## src/rtl/tx_rx_pkg.sv

```systemverilog
// Definitions shared by the serial transmitter and receiver: frame geometry
// and the receiver FSM state encoding.
package tx_rx_pkg;

    localparam int WORD_W     = 4;
    localparam int N_WORDS    = 4;
    localparam int FRAME_BITS = WORD_W * N_WORDS;

    typedef enum logic [1:0] {
        IDLE = 2'd0,
        RECV = 2'd1,
        DONE = 2'd2
    } rx_state_e;

endpackage

```

## src/rtl/rx_bit_counter.sv

```systemverilog
// Modulo-MOD counter with synchronous clear, count enable and a terminal-count
// flag that is high while the count sits at MOD-1 (used to cascade counters).
module rx_bit_counter #(
    parameter int MOD = 4,
    parameter int CW  = (MOD > 1) ? $clog2(MOD) : 1
) (
    input  logic          clk,
    input  logic          clr_n,
    input  logic          clr,
    input  logic          en,
    output logic [CW-1:0] cnt,
    output logic          tc
);

    logic [CW-1:0] cnt_q;
    logic [CW-1:0] cnt_d;

    assign tc  = (cnt_q == CW'(MOD - 1));
    assign cnt = cnt_q;

    always_comb begin
        cnt_d = cnt_q;
        if (clr) begin
            cnt_d = '0;
        end else if (en) begin
            cnt_d = tc ? '0 : cnt_q + 1'b1;
        end
    end

    always_ff @(posedge clk) begin
        if (!clr_n) begin
            cnt_q <= '0;
        end else begin
            cnt_q <= cnt_d;
        end
    end

endmodule

```

## src/rtl/rx_deserializer.sv

```systemverilog
// Serial-to-parallel frame receiver: rebuilds N_WORDS words (word 0 first,
// MSB first), pulses frame_done and flags truncated frames.
// Define PARITY_CHECK_EN to expect a trailing even-parity bit per frame.
module rx_deserializer
    import tx_rx_pkg::*;
#(
    parameter int WORD_W  = tx_rx_pkg::WORD_W,
    parameter int N_WORDS = tx_rx_pkg::N_WORDS,
    parameter int BCW     = (WORD_W > 1) ? $clog2(WORD_W) : 1,
    parameter int WCW     = (N_WORDS > 1) ? $clog2(N_WORDS) : 1
) (
    input  logic                        clk,
    input  logic                        clr_n,
    input  logic                        rx_data,
    input  logic                        rx_en,
    output logic [N_WORDS*WORD_W-1:0]   words,
    output logic                        frame_done,
    output logic                        busy,
    output logic                        frame_err,
    output logic [1:0]                  state_dbg,
    output logic [BCW-1:0]              bit_cnt_dbg,
    output logic [WCW-1:0]              word_cnt_dbg
);

    localparam int FB = WORD_W * N_WORDS;

    rx_state_e       state_q, state_d;
    logic [FB-1:0]   sr_q, sr_d;
    logic [FB-1:0]   words_q, words_d;
    logic            err_q, err_d;
    logic [FB-1:0]   sr_next;
    logic [FB-1:0]   frame_src;
    logic [FB-1:0]   assembled;
    logic            take;
    logic            cnt_clr;
    logic            bit_tc, word_tc;
    logic            last_bit;
`ifdef PARITY_CHECK_EN
    logic            par_q, par_d;

    // The parity bit is not shifted in and does not advance the counters.
    assign take = rx_en && ((state_q == IDLE) || ((state_q == RECV) && !par_q));
    assign frame_src = sr_q;
`else
    assign take = rx_en && ((state_q == IDLE) || (state_q == RECV));
    assign frame_src = sr_next;
`endif

    assign sr_next  = {sr_q[FB-2:0], rx_data};
    assign cnt_clr  = (state_q == RECV) && !rx_en;
    assign last_bit = take && bit_tc && word_tc;

    rx_bit_counter #(.MOD(WORD_W), .CW(BCW)) u_bit_cnt (
        .clk   (clk),
        .clr_n (clr_n),
        .clr   (cnt_clr),
        .en    (take),
        .cnt   (bit_cnt_dbg),
        .tc    (bit_tc)
    );

    rx_bit_counter #(.MOD(N_WORDS), .CW(WCW)) u_word_cnt (
        .clk   (clk),
        .clr_n (clr_n),
        .clr   (cnt_clr),
        .en    (take && bit_tc),
        .cnt   (word_cnt_dbg),
        .tc    (word_tc)
    );

    // The first received word lands at the top of the shift register but
    // belongs in the lowest slot of the output bus.
    always_comb begin
        assembled = '0;
        for (int k = 0; k < N_WORDS; k++) begin
            assembled[k*WORD_W +: WORD_W] = frame_src[(N_WORDS-1-k)*WORD_W +: WORD_W];
        end
    end

    always_comb begin
        state_d = state_q;
        sr_d    = sr_q;
        words_d = words_q;
        err_d   = err_q;
`ifdef PARITY_CHECK_EN
        par_d   = par_q;
`endif
        if (take) begin
            sr_d = sr_next;
        end
        case (state_q)
            IDLE: begin
                if (rx_en) begin
                    state_d = RECV;
                end
            end
            RECV: begin
                if (!rx_en) begin
                    err_d   = 1'b1;
                    state_d = IDLE;
`ifdef PARITY_CHECK_EN
                    par_d   = 1'b0;
`endif
                end else begin
`ifdef PARITY_CHECK_EN
                    if (par_q) begin
                        par_d = 1'b0;
                        if (^{sr_q, rx_data}) begin
                            err_d   = 1'b1;
                            state_d = IDLE;
                        end else begin
                            words_d = assembled;
                            state_d = DONE;
                        end
                    end else if (last_bit) begin
                        par_d = 1'b1;
                    end
`else
                    if (last_bit) begin
                        words_d = assembled;
                        state_d = DONE;
                    end
`endif
                end
            end
            DONE:    state_d = IDLE;
            default: state_d = IDLE;
        endcase
    end

    always_ff @(posedge clk) begin
        if (!clr_n) begin
            state_q <= IDLE;
            sr_q    <= '0;
            words_q <= '0;
            err_q   <= 1'b0;
`ifdef PARITY_CHECK_EN
            par_q   <= 1'b0;
`endif
        end else begin
            state_q <= state_d;
            sr_q    <= sr_d;
            words_q <= words_d;
            err_q   <= err_d;
`ifdef PARITY_CHECK_EN
            par_q   <= par_d;
`endif
        end
    end

    assign words      = words_q;
    assign frame_done = (state_q == DONE);
    assign busy       = (state_q == RECV);
    assign frame_err  = err_q;
    assign state_dbg  = state_q;

endmodule

```

## config.mk

```make
export PLATFORM = sky130hd
export DESIGN_NAME = rx_deserializer
export DESIGN_NICKNAME = d
export VERILOG_FILES = /design/src/rtl/tx_rx_pkg.sv /design/src/rtl/rx_bit_counter.sv /design/src/rtl/rx_deserializer.sv
export SDC_FILE = /design/constraint.sdc
export NUM_CORES = 1
export LEC_CHECK = 0
export CAP_MARGIN = 10
export CORE_ASPECT_RATIO = 1.2
export CORE_MARGIN = 2
export CORE_UTILIZATION = 37
export CTS_CLUSTER_SIZE = 25
export DETAILED_ROUTE_END_ITERATION = 8
export SYNTH_ARGS = -nofsm -noshare
export SYNTH_HDL_FRONTEND = slang
export SYNTH_SLANG_ARGS = --single-unit
```

## constraint.sdc

```tcl
create_clock -name clk -period 1.75 [get_ports clk]
set_clock_uncertainty 0.1 [all_clocks]
set_input_delay 0.525 -clock clk [delete_from_list [all_inputs] [get_ports clk]]
set_output_delay 0.525 -clock clk [all_outputs]
set_load 0.005 [all_outputs]
```

=== Word level (Yosys, flattened, before mapping) ===
Cells that the tools add are included.

* Register bits after elaboration: 38
* Bits of input ports: 4
* Logic and storage cells: 33

* Add/sub/neg operators: 2
* Equality and inequality tests: 6
* Muxes and demuxes: 6
* Bitwise logic cells: 2
* Reduce and logical (&&, ||, !) cells: 11

{| class="wikitable"
|+ Operators with widths
! kind !! count
|-
| $mux W2 || 5
|-
| $eq A2 B2 Y1 const B || 3
|-
| $add A2 B1 Y2 const B || 2
|-
| $logic_and A1 B1 Y1 || 4
|-
| $pmux W2 S2 || 1
|-
| $reduce_and A2 Y1 || 2
|-
| $ne A3 B2 Y1 const B || 1
|-
| $reduce_and A3 Y1 || 1
|-
| $eq A2 B1 Y1 const B || 1
|-
| $logic_not A2 Y1 || 1
|-
| $ne A2 B2 Y1 const B || 1
|-
| $not A1 Y1 || 2
|-
| $reduce_or A2 Y1 || 1
|-
| $logic_not A1 Y1 || 1
|-
| $logic_or A1 B1 Y1 || 1
|}

=== Depth between registers and ports, before layout ===
Gate-level depths: netlist of the first run.

* Word-level depth: 8
* Mapped depth: 6
* Depth with buffers taken out: 4

=== Modules after synthesis ===
A second synthesis of the first run with hierarchy kept.

* Cells, all modules: 132
* Area, all modules: 1350.0 um2

{| class="wikitable"
|+ By module, submodules not included
! module !! instances !! cells each !! area an instance (um2)
|-
| rx_deserializer || 1 || 114 || 1157.4
|-
| rx_bit_counter || 2 || 9 || 96.3
|}

=== Worst setup path after synthesis of the first run ===
OpenSTA, ideal clock, no wires.

* Path kind: register to register
* Start: register u_bit_cnt.cnt_q[0] (netlist: u_bit_cnt.cnt[0])
* End: register words_q[10] (netlist: words[10])
* Library setup time: 0.117 ns
* Arrival: 1.363 ns
* Data required time: 1.533 ns
* Slack: 0.170 ns
* Stages on the path, launching flop included: 7
* Buffers on the path: 2
* Clock period less this slack: 1.580 ns
* Path through: dfxtp_1 > ha_1 > nand2_2 > o31a_1 > buf_6 > buf_6 > a22o_1

* Longest elaborated chain between the ends: 4

{| class="wikitable"
|+ Ends and longest elaborated chain
! what !! RTL line !! text
|-
| start: declaration || rx_bit_counter.sv:15 || <nowiki>logic [CW-1:0] cnt_q;</nowiki>
|-
| start signal: assignment || rx_bit_counter.sv:34 || <nowiki>cnt_q <= cnt_d;</nowiki>
|-
| $eq A2 B2 Y1 || rx_bit_counter.sv:18 || <nowiki>assign tc = (cnt_q == CW'(MOD - 1));</nowiki>
|-
| $logic_and A1 B1 Y1 (2 in a row) || rx_deserializer.sv:51 || <nowiki>assign last_bit = take && bit_tc && word_tc;</nowiki>
|-
| $reduce_and A3 Y1 (no source line) || - ||
|-
| end signal: assignment || rx_deserializer.sv:143 || <nowiki>words_q <= words_d;</nowiki>
|-
| end: declaration || rx_deserializer.sv:29 || <nowiki>logic [FB-1:0] words_q, words_d;</nowiki>
|}

Every way passes these cells.
A chain may end at the register's enable or synchronous reset.

=== Worst setup path after layout of the first run ===
* Start: register state_q[1] (netlist: state_dbg[1])
* End: output port busy

* Longest elaborated chain between the ends: 1

{| class="wikitable"
|+ Ends and longest elaborated chain
! what !! RTL line !! text
|-
| start: declaration || rx_deserializer.sv:27 || <nowiki>rx_state_e state_q, state_d;</nowiki>
|-
| start signal: assignment || rx_deserializer.sv:141 || <nowiki>state_q <= state_d;</nowiki>
|-
| $eq A2 B1 Y1 || rx_deserializer.sv:153 || <nowiki>assign busy = (state_q == RECV);</nowiki>
|-
| end: declaration || rx_deserializer.sv:18 || <nowiki>output logic busy,</nowiki>
|}

Every way passes these cells.

==> results of run 1 <==
==> metal layers <==
metal	track usage, %	wire, um
met1	18.9	1310
met2	22.9	1400
met5	0	0
met4	6.67	57
met3	5.48	90
==> layout by cell type, fill, tap and decap left out, types with 2 or more instances in the layout <==
cell             instances
clkbuf_8                 5
ha_1                     2
bufinv_16                2
nor2_1                   3
dlygate4sd2_1           20
dlymetal6s2s_1           6
buf_4                   12
dfxtp_1                 17
nand2_1                 35
buf_12                   2
a21boi_1                 3
dfxtp_2                 21
clkdlybuf4s50_1          2
a21boi_0                12
a22o_1                  16
a21oi_1                  3
inv_1                    2
==> worst paths after layout <==
kind / depth (start not counted) / to / startpoint
max: 3 / busy / state_dbg[1]
min: 1 / words[3] / words[3]
max reg2reg: 6 / words[8] / u_bit_cnt.cnt[0]
min reg2reg: 1 / words[3] / words[3]
==> layout make-up <==
cell class	instances	area, um2	share of cell area (%)
clock buffer	5	68.8	3.54
sequential	38	787	40.5
multi-input combinational	88	551	28.3
tap	39	48.8	2.51
inverter	2	7.51	0.386
timing repair buffer	43	412	21.2
clock inverter	3	68.8	3.54
==> cell families (layout without fill, tap and decap cells) <==
group / after synthesis / in the layout
fa+ha+maj: 2 / 2
buf+inv: 11 / 53
mux: 1 / 1
flops: 38 / 38
simple gates: 48 / 48
compound gates: 37 / 37
==> timing repair <==
| item | in CTS | in global routing |
|---|---|---|
| setup endpoints to repair | 25 | 20 |
| pin swaps | 0 | 0 |
| setup buffers | 3 | 0 |
| gates resized for setup | 41 | 10 |
==> power groups by stage <==
| stage | clock network [mW] | registers [mW] | logic [mW] |
|---|---|---|---|
| final | 0.893 | 0.879 | 0.0975 |
| after global routing | 0.962 | 0.881 | 0.107 |
| after CTS | 0.915 | 0.879 | 0.0977 |
| after detailed placement | 0 | 0.900 | 0.0965 |
| after global placement | 0 | 0.900 | 0.0960 |
| after floorplan | 0 | 0.900 | 0.0494 |
==> critical path, stage by stage (launching register included) <==
cell	delay, ns
dfxtp_2	0.35
nand2b_4	0.12
inv_1	0.03
dlygate4sd2_1	0.25
==> stage by stage <==
stage	setup TNS, ns	cell area, um2	power [mW]	std cells	hold slack [ns]
3_3_place_gp	-7.87	1760	0.996	207	0.355
6_report	0	1940	1.87	218	0.360
5_1_grt	0	1940	1.95	218	0.376
4_1_cts	0	1920	1.89	218	0.367
2_1_floorplan	0	1380	0.949	137	0.344
3_5_place_dp	-8.65	1760	0.997	207	0.360
==> flip-flops by register name, indices dropped and copies added, names as in the netlist <==
| signal | cells |
|---|---|
| u_bit_cnt.cnt | 2 |
| frame_err | 1 |
| state_dbg | 2 |
| u_word_cnt.cnt | 2 |
| sr_q | 15 |
| words | 16 |
==> reports/summary.json, run 1 <==
{
  "status": {
    "status": "finished clean"
  },
  "clocking": {
    "cts_max_path_buffers": 2,
    "clock_sink_count": 38,
    "cts_hold_repair.buffers": 0,
    "clk_transition_reported_paths_ns": 0.08,
    "tritoncts": "yes",
    "cts-htree-levels": 2,
    "tritoncts_buffer_count": 5,
    "master_cell_of_the_clock_root_buffer": "clkbuf_8",
    "insertion_delay_ns": 0.29
  },
  "placed_design": {
    "globalplace.congestion": 0.724,
    "detailedPlacementHpwl_mm": 1.89,
    "dpl_worst_slack_ns": -0.274,
    "input_output_buffers": 28
  },
  "worst_setup_path": {
    "critPathMaxFanout": 4,
    "critPathArrivalTime_ns": 1.05,
    "required_time_reported_for_the_critical_path_endpoint_ns": 1.12,
    "rrSetupSlack_ns": 0.15,
    "timing.setup.critical_path_class": "flop to output pin",
    "worstSetupStartpointType": "flop",
    "cp-end-kind": "output pin"
  },
  "pwr": {
    "power.leakage_nw": 0.936,
    "share_comb_of_total_power_pct": 5.2,
    "power_density_normalized_to_cell_area_nw_per_um2": 962,
    "switching_portion_of_total_power_pct": 20.0,
    "share_seq_of_total_power_pct": 47.0,
    "pwr-share-clk_pct": 47.8,
    "power.ir.vdd_worst_uv": 686,
    "power_switching_uw": 375,
    "p_int_mw": 1.50
  },
  "synth": {
    "synth_top_area_cell": "dfxtp_1",
    "combined_area_of_all_synthesized_cells_um2": 1380,
    "yosysWarningCount": 0,
    "synth.cells.most_frequent": "dfxtp_1, nand2_1, a22o_1",
    "postSynthAreaPerCell_um2": 10.0,
    "xor_and_xnor_area_share_after_synthesis_pct": 0,
    "synth_area_leaders": "dfxtp_1, a22o_1, nand2_1, a21boi_0, ha_1",
    "yosys.area.top_type_share_pct": 55.3,
    "synth_nets": 143,
    "synth-edff-count": 0,
    "synth_adder_area_share_pct": 1.82,
    "syn_inst": 137,
    "synthMuxAreaShare_pct": 0.728,
    "yosys.cell_count.top_type": "dfxtp_1",
    "synth_compound_area_share_pct": 21.0,
    "yosys.area_share.simple_pct": 16.3,
    "largest_family_of_logic_cells_by_synthesized_area": "compound AO/OA/AOI/OAI gates",
    "synth-seq-cells": 38,
    "ys_seq_area_share_pct": 55.3,
    "ys.flop_type": "dfxtp_1",
    "post_synth_num_cell_types": 27,
    "synthArstFlopShare_pct": 0
  },
  "floorplanning": {
    "die_width_um": 59.7,
    "die_y_um": 70.8,
    "initial_utilization_pct": 38.2,
    "placeableCoreArea_um2": 3600,
    "die_area_um2": 4220,
    "placementRows": 24,
    "number_of_primary_i_o_pins": 29
  },
  "sta": {
    "worstMarginPinSlew_ns": 0.178,
    "timing.fmax_ghz": 0.599,
    "layout_worst_path_cycle_share_pct": 95.4,
    "report.final.hold_viol_count": 0,
    "pins_over_slew_limit": 0,
    "rsz0062_at_grt": "false",
    "setup_viols_final": 0,
    "post-route-min-period_ns": 1.67,
    "timing.slew.headroom_pct": 88.1,
    "setup_ws_ns": 0.0797
  },
  "route": {
    "postRouteWirelength_mm": 2.85,
    "drtPass1Iterations": 4,
    "route.detailed.vias_per_inst": 4.95,
    "num_vias": 1080,
    "drt-wirelength-per-cell_um": 13.1,
    "drtAntennaViolNets": 0,
    "count_of_unresolved_drc_violations_after_routing": 0,
    "detailedRoute.firstIterationViolations": 23
  },
  "worst_hold_path": {
    "timing.hold.worst.class": "flop to flop"
  },
  "global_routing": {
    "global_route.usage.total_pct": 15.1,
    "first_global_vias": 1094,
    "largest_net_degree_at_the_start_of_global_routing": 18,
    "global_route_wire_length_before_repair_mm": 4.84,
    "grt_antenna_before_repair": 0,
    "overflow_after_grt": 0
  },
  "final_layout": {
    "diodes": 0,
    "final_layout_size_suffix_gt1_share_pct": 26.8,
    "utilization_pct": 53.9,
    "area_growth_syn_to_layout_pct": 41.3,
    "fillers": 342,
    "design.final.nets": 184
  },
  "run": {
    "max_cap_viol_count": 0
  }
}
Power figures use the tool's default switching activity.
==> run 2, diff against run 1 <==
Settings changed: CTS_CLUSTER_DIAMETER set to 60.
==> results of run 2 <==
The final DEF is identical to that of run 1; final timing and power are the same.
==> run 3, diff against run 2 <==
Settings changed: HOLD_SLACK_MARGIN set to 0.08.
==> results of run 3 <==
The final DEF is identical to that of run 1; final timing and power are the same.
